`src/rtl/thunderbird_pkg.sv`:
```
// Shared mode encoding and lamp step patterns for the Thunderbird rear lamp sequencer.
package thunderbird_pkg;

  typedef enum logic [1:0] {
    MODE_IDLE   = 2'd0,
    MODE_LEFT   = 2'd1,
    MODE_RIGHT  = 2'd2,
    MODE_HAZARD = 2'd3
  } mode_e;

  localparam logic [2:0] LEFT_STEP1  = 3'b001;
  localparam logic [2:0] LEFT_STEP2  = 3'b011;
  localparam logic [2:0] LEFT_STEP3  = 3'b111;
  localparam logic [2:0] RIGHT_STEP1 = 3'b100;
  localparam logic [2:0] RIGHT_STEP2 = 3'b110;
  localparam logic [2:0] RIGHT_STEP3 = 3'b111;
  localparam logic [2:0] ALL_ON      = 3'b111;
  localparam logic [2:0] ALL_OFF     = 3'b000;

  // Phase 0 is the dark boundary step of every sequence.
  function automatic logic [2:0] left_step(input logic [1:0] phase);
    case (phase)
      2'd1:    return LEFT_STEP1;
      2'd2:    return LEFT_STEP2;
      2'd3:    return LEFT_STEP3;
      default: return ALL_OFF;
    endcase
  endfunction

  function automatic logic [2:0] right_step(input logic [1:0] phase);
    case (phase)
      2'd1:    return RIGHT_STEP1;
      2'd2:    return RIGHT_STEP2;
      2'd3:    return RIGHT_STEP3;
      default: return ALL_OFF;
    endcase
  endfunction

endpackage

```
`src/rtl/thunderbird_light_sequencer_tick_prescaler.sv`:
```
// Free-running step-rate divider: one-cycle step_tick every TICK_DIV clocks.
module tick_prescaler #(
  parameter int TICK_DIV = 67108864
) (
  input  logic clock,
  input  logic reset_n,
  output logic step_tick
);

  localparam int CW = (TICK_DIV > 1) ? $clog2(TICK_DIV) : 1;
  localparam logic [CW-1:0] LAST = CW'(TICK_DIV - 1);

  logic [CW-1:0] cnt_q;

  // Explicit wrap so non-power-of-two dividers keep an exact period.
  always_ff @(posedge clock or negedge reset_n) begin
    if (!reset_n)           cnt_q <= '0;
    else if (cnt_q == LAST) cnt_q <= '0;
    else                    cnt_q <= cnt_q + CW'(1);
  end

  assign step_tick = (cnt_q == LAST);

endmodule

```
`src/rtl/thunderbird_light_sequencer.sv`:
```
// Thunderbird rear lamp controller: synchronizes switches, arbitrates the request
// and steps the two 3-lamp banks through their patterns on each prescaler tick.
module thunderbird_light_sequencer
  import thunderbird_pkg::*;
#(
  parameter int TICK_DIV = 67108864
) (
  input  logic       clock,
  input  logic       reset_n,
  input  logic       sign_left,
  input  logic       sign_right,
  input  logic       hazard,
  input  logic       brake,
  output logic [2:0] L,
  output logic [2:0] R,
  output logic [1:0] active_mode,
  output logic       step_tick
);

  // {brake, hazard, right, left}
  logic [3:0] sync1_q, sync2_q;
  logic       left_s, right_s, hazard_s, brake_s;
  mode_e      req;
  mode_e      mode_q;
  logic [1:0] phase_q;
  logic [2:0] lamp_l_q, lamp_r_q, lamp_l_d, lamp_r_d;

  tick_prescaler #(.TICK_DIV(TICK_DIV)) u_prescaler (
    .clock    (clock),
    .reset_n  (reset_n),
    .step_tick(step_tick)
  );

  always_ff @(posedge clock or negedge reset_n) begin
    if (!reset_n) begin
      sync1_q <= '0;
      sync2_q <= '0;
    end else begin
      sync1_q <= {brake, hazard, sign_right, sign_left};
      sync2_q <= sync1_q;
    end
  end

  assign {brake_s, hazard_s, right_s, left_s} = sync2_q;

  always_comb begin
    req = MODE_IDLE;
    if (hazard_s)                 req = MODE_HAZARD;
    else if (left_s && !right_s)  req = MODE_LEFT;
    else if (right_s && !left_s)  req = MODE_RIGHT;
  end

  // Turn changes wait for the phase-0 boundary; only hazard pre-empts mid-sequence.
  always_ff @(posedge clock or negedge reset_n) begin
    if (!reset_n) begin
      mode_q  <= MODE_IDLE;
      phase_q <= 2'd0;
    end else if (step_tick) begin
      if (req == MODE_HAZARD && mode_q != MODE_HAZARD) begin
        mode_q  <= MODE_HAZARD;
        phase_q <= 2'd1;
      end else if (mode_q == MODE_IDLE || phase_q == 2'd0) begin
        mode_q  <= req;
        phase_q <= (req == MODE_IDLE) ? 2'd0 : 2'd1;
      end else begin
        phase_q <= phase_q + 2'd1;
      end
    end
  end

  always_comb begin
    lamp_l_d = ALL_OFF;
    lamp_r_d = ALL_OFF;
    case (mode_q)
      MODE_LEFT: begin
        lamp_l_d = left_step(phase_q);
        if (brake_s) lamp_r_d = ALL_ON;
      end
      MODE_RIGHT: begin
        lamp_r_d = right_step(phase_q);
        if (brake_s) lamp_l_d = ALL_ON;
      end
      MODE_HAZARD: begin
        lamp_l_d = phase_q[0] ? ALL_ON : ALL_OFF;
        lamp_r_d = phase_q[0] ? ALL_ON : ALL_OFF;
      end
      default: begin
        if (brake_s) begin
          lamp_l_d = ALL_ON;
          lamp_r_d = ALL_ON;
        end
      end
    endcase
  end

  always_ff @(posedge clock or negedge reset_n) begin
    if (!reset_n) begin
      lamp_l_q <= ALL_OFF;
      lamp_r_q <= ALL_OFF;
    end else begin
      lamp_l_q <= lamp_l_d;
      lamp_r_q <= lamp_r_d;
    end
  end

  assign L           = lamp_l_q;
  assign R           = lamp_r_q;
  assign active_mode = mode_q;

endmodule

```
`config.mk`:
```
export PLATFORM = sky130hd
export DESIGN_NAME = thunderbird_light_sequencer
export DESIGN_NICKNAME = d
export VERILOG_FILES = /design/src/rtl/thunderbird_pkg.sv /design/src/rtl/thunderbird_light_sequencer_tick_prescaler.sv /design/src/rtl/thunderbird_light_sequencer.sv
export SDC_FILE = /design/constraint.sdc
export NUM_CORES = 1
export LEC_CHECK = 0
export BUFFER_PORTS_ARGS = -buffer_cell sky130_fd_sc_hd__buf_4
export CAP_MARGIN = 0
export CORE_UTILIZATION = 25
export CTS_BUF_LIST = sky130_fd_sc_hd__clkbuf_4 sky130_fd_sc_hd__clkbuf_8 sky130_fd_sc_hd__clkbuf_16
export DETAILED_ROUTE_END_ITERATION = 12
export GPL_TIMING_DRIVEN = 0
export SLEW_MARGIN = 20
export SYNTH_ARGS = -nofsm -noshare
export SYNTH_HDL_FRONTEND = slang
export SYNTH_SLANG_ARGS = --single-unit
```
`constraint.sdc`:
```
create_clock -name clock -period 2.4 [get_ports clock]
set_input_delay 0 -clock clock [delete_from_list [all_inputs] [get_ports clock]]
set_output_delay 0 -clock clock [all_outputs]
set_load 0.02 [all_outputs]
```
==> reports/metrics.cfg <==
[timing]
fin_skew_ns=0.01082
setup-violations-final=0
tns_ns=0
timing.fmax_mhz=464.3
drv_slew=0
tightest_slew_ns=0.5357
rsz0062_at_grt=no
hold_viol=0
min_period_ns=2.154
max_slew_margin_pct=64.29
min_period_over_period_pct=89.74

[cells_and_area]
final_core_util_pct=30.96
drive_gt1_share_pct=13.88
n_antenna_cell=0
area_growth_pct=20.25
fillers=801
fin_area_um2=2392
fin_nets=219

[clock_tree]
clk_pin_slew_worst_paths_ns=0.09
h-tree-depth=2
cts-root-buf=clkbuf_8
cts_buffers=5
cts_tree=done
clock-sinks=44
cts_buffer_depth=2
clk_latency_ns=0.30

[detailed_routing]
viasPerCell=4.367
vias=1358
first_pass_iters=4
dr.first_iter.drc_count=84
drtAntennaViolNets=0
wl_per_cell_um=10.68
drc=0
routed_wirelength_mm=3.320

[worst_setup_path]
cp_max_fo=5
crit_chain=and4_1 > nand4_1 > or3_1 > nor3_1 > buf_4
critPathArrivalTime_ns=2.15
cp-end-kind=output port
max_stage_delay_ns=0.43
crit_path_top_delay_cell=or3_1
critPathLaunchType=flop
required_ns=2.40
setup.worst_path.class=reg2out

[global_route]
track_usage_pct=9.195
grt_pass1_vias=1380
antenna_found_initial=0
overflow=0
grt_max_degree=45
grt_first_pass_wirelength_mm=6.113

[floorplanning]
initial_utilization_pct=25.74
core-area_um2=7727
dieHeight_um=91.21
rows=32
die_x_um=91.21
ios=15
die_area_um2=8318

[hold_path]
holdCritPathClass=in2async

[yosys]
synth_area_um2=1989
synth_cells=182
synth_adder_area_share_pct=3.648
yosysWarnings=0
synth_cell_types=36
synth_compound_area_share_pct=8.553
synth_top_family_by_area=simple AND/OR/NAND/NOR gates
syn-mean-instance-area_um2=10.93
seq_area_frac_synth_pct=55.35
synth_edf_count=0
synth_fp_nets=193
ys_seq_elements=44
synthXorXnorAreaFrac_pct=7.925
synth-simple-area-share_pct=19.12
synth_mux_area_share_pct=2.579
ys_async_sr_fraction_pct=100.0
synthFlopType=dfrtp_1

[pwr]
pwr-share-comb_pct=3.6
clockPowerShare_pct=41.6
p_seq_share_pct=54.9
vdd_ir_drop_max_mv=0.2048
power.share.switching_pct=21.21
p_leak_nw=1.018
intPower_mw=1.087
total_power_mw=1.379
cellPowerDensity_nw_per_um2=576.6
netSwitchingPower_mw=0.2926

[placement]
gp_congestion=0.7822
io_buffers=14
dp_hpwl_mm=2.308
place_area_um2=2222

[job]
drv_cap=0

[status]
status=completed

-- worst paths after layout --
check                                startpoint                     to  slack [ns]  cells after the start
max reg2reg                u_prescaler.cnt_q[0]   u_prescaler.cnt_q[5]        0.30                      7
min                                     reset_n   u_prescaler.cnt_q[2]        0.23                      2
min in group clock                        brake             sync1_q[3]        0.35                      2
max                        u_prescaler.cnt_q[9]              step_tick        0.25                      5
max in group asynchronous               reset_n  u_prescaler.cnt_q[22]        1.81                      2
min reg2reg                          sync1_q[1]             sync2_q[1]        0.36                      0
-- power groups by stage --
stage               Combinational, mW  Clock, mW  Sequential (mW)
floorplan                     0.00733          0            0.778
global placement               0.0444          0            0.772
detailed placement             0.0447          0            0.772
CTS                            0.0512      0.597            0.757
global route                   0.0560      0.621            0.758
finish                         0.0491      0.573            0.757
-- layout by cell type (no fill, tap or decap), drive strengths merged, types with 2 or more instances in the layout --
cell type    instances
a21oi                3
and4                 6
buf                 15
clkbuf               7
dfrtp               44
dlygate4sd3          5
ha                   5
inv                 11
mux2i                4
nand2               11
nand3               12
nand4                7
nor2                12
nor2b                2
nor3                 8
nor4                 2
o21ai               16
o2bb2ai              2
or3                  4
xnor2               10
xor2                 8
-- state kept, by name (all words and copies together) (netlist names) --
register	cells
R	3
active_mode	2
sync1_q	4
u_prescaler.cnt_q	26
sync2_q	4
phase_q	2
L	3
-- metrics by stage --
step	cells	hold slack (ns)	setup slack (ns)
3_5_place_dp	298	0.03051	0.1556
6_report	311	0.2257	0.2462
2_1_floorplan	182	-0.2956	0.5088
3_3_place_gp	298	0.03119	0.1210
4_1_cts	311	0.2370	0.1205
5_1_grt	311	0.2786	0.08426
-- routing by layer --
layer  wire [um]  up-vias  GRT usage, %
met4          92        0         5.820
met2        1434       18         14.02
met5           0        -             0
li1            -      695             -
met1        1689      638         11.79
met3         104        7         2.010
-- synth_stat cells, types with 5 or more instances --
| cell type | number | share of area, % |
|---|---|---|
| o21ai_0 | 15 | 3.8 |
| nor2_1 | 12 | 2.3 |
| nand2_1 | 11 | 2.1 |
| and4_1 | 6 | 2.6 |
| nand4_1 | 7 | 2.2 |
| nand3_1 | 12 | 3.0 |
| xor2_1 | 8 | 3.5 |
| ha_1 | 5 | 3.1 |
| inv_1 | 10 | 1.9 |
| dfrtp_1 | 44 | 55 |
| xnor2_1 | 10 | 4.4 |
| nor3_1 | 8 | 2.0 |
-- area by class of cell --
cell class / count / area [um^2] / share of cell area, %
plain buffers: 3 / 18.77 / 0.7845
well taps: 102 / 127.6 / 5.335
clock inverters: 3 / 46.29 / 1.935
flip-flops and latches: 44 / 1101 / 46.03
clock buffers: 5 / 68.82 / 2.877
multi-input cells: 125 / 837.1 / 34.99
repair buffers: 19 / 155.1 / 6.485
inverters: 10 / 37.54 / 1.569
-- worst max-delay path: cells and delay by family, from the launching register on --
| kind | cells | cell delay [ns] |
|---|---|---|
| buffers and inverters | 1 | 0.20 |
| and+or+nand+nor | 4 | 1.24 |
| DFF | 1 | 0.42 |
-- timing repair --
item / 4_1_cts / 5_1_grt
setup endpoints to repair: 0 / 2
hold endpoints to repair: 48 / 0
setup buffers: 0 / 0
hold buffers: 5 / 0
gates resized for setup: 0 / 1
-- cells by family (layout without fill, tap and decap cells) --
group / after synthesis / in the layout
buf+inv: 13 / 40
flops: 44 / 44
fa+ha+maj: 6 / 6
mux: 5 / 5
xor+xnor: 18 / 18
simple gates: 68 / 68
compound gates: 28 / 28
(Power assumes the default switching activity.)
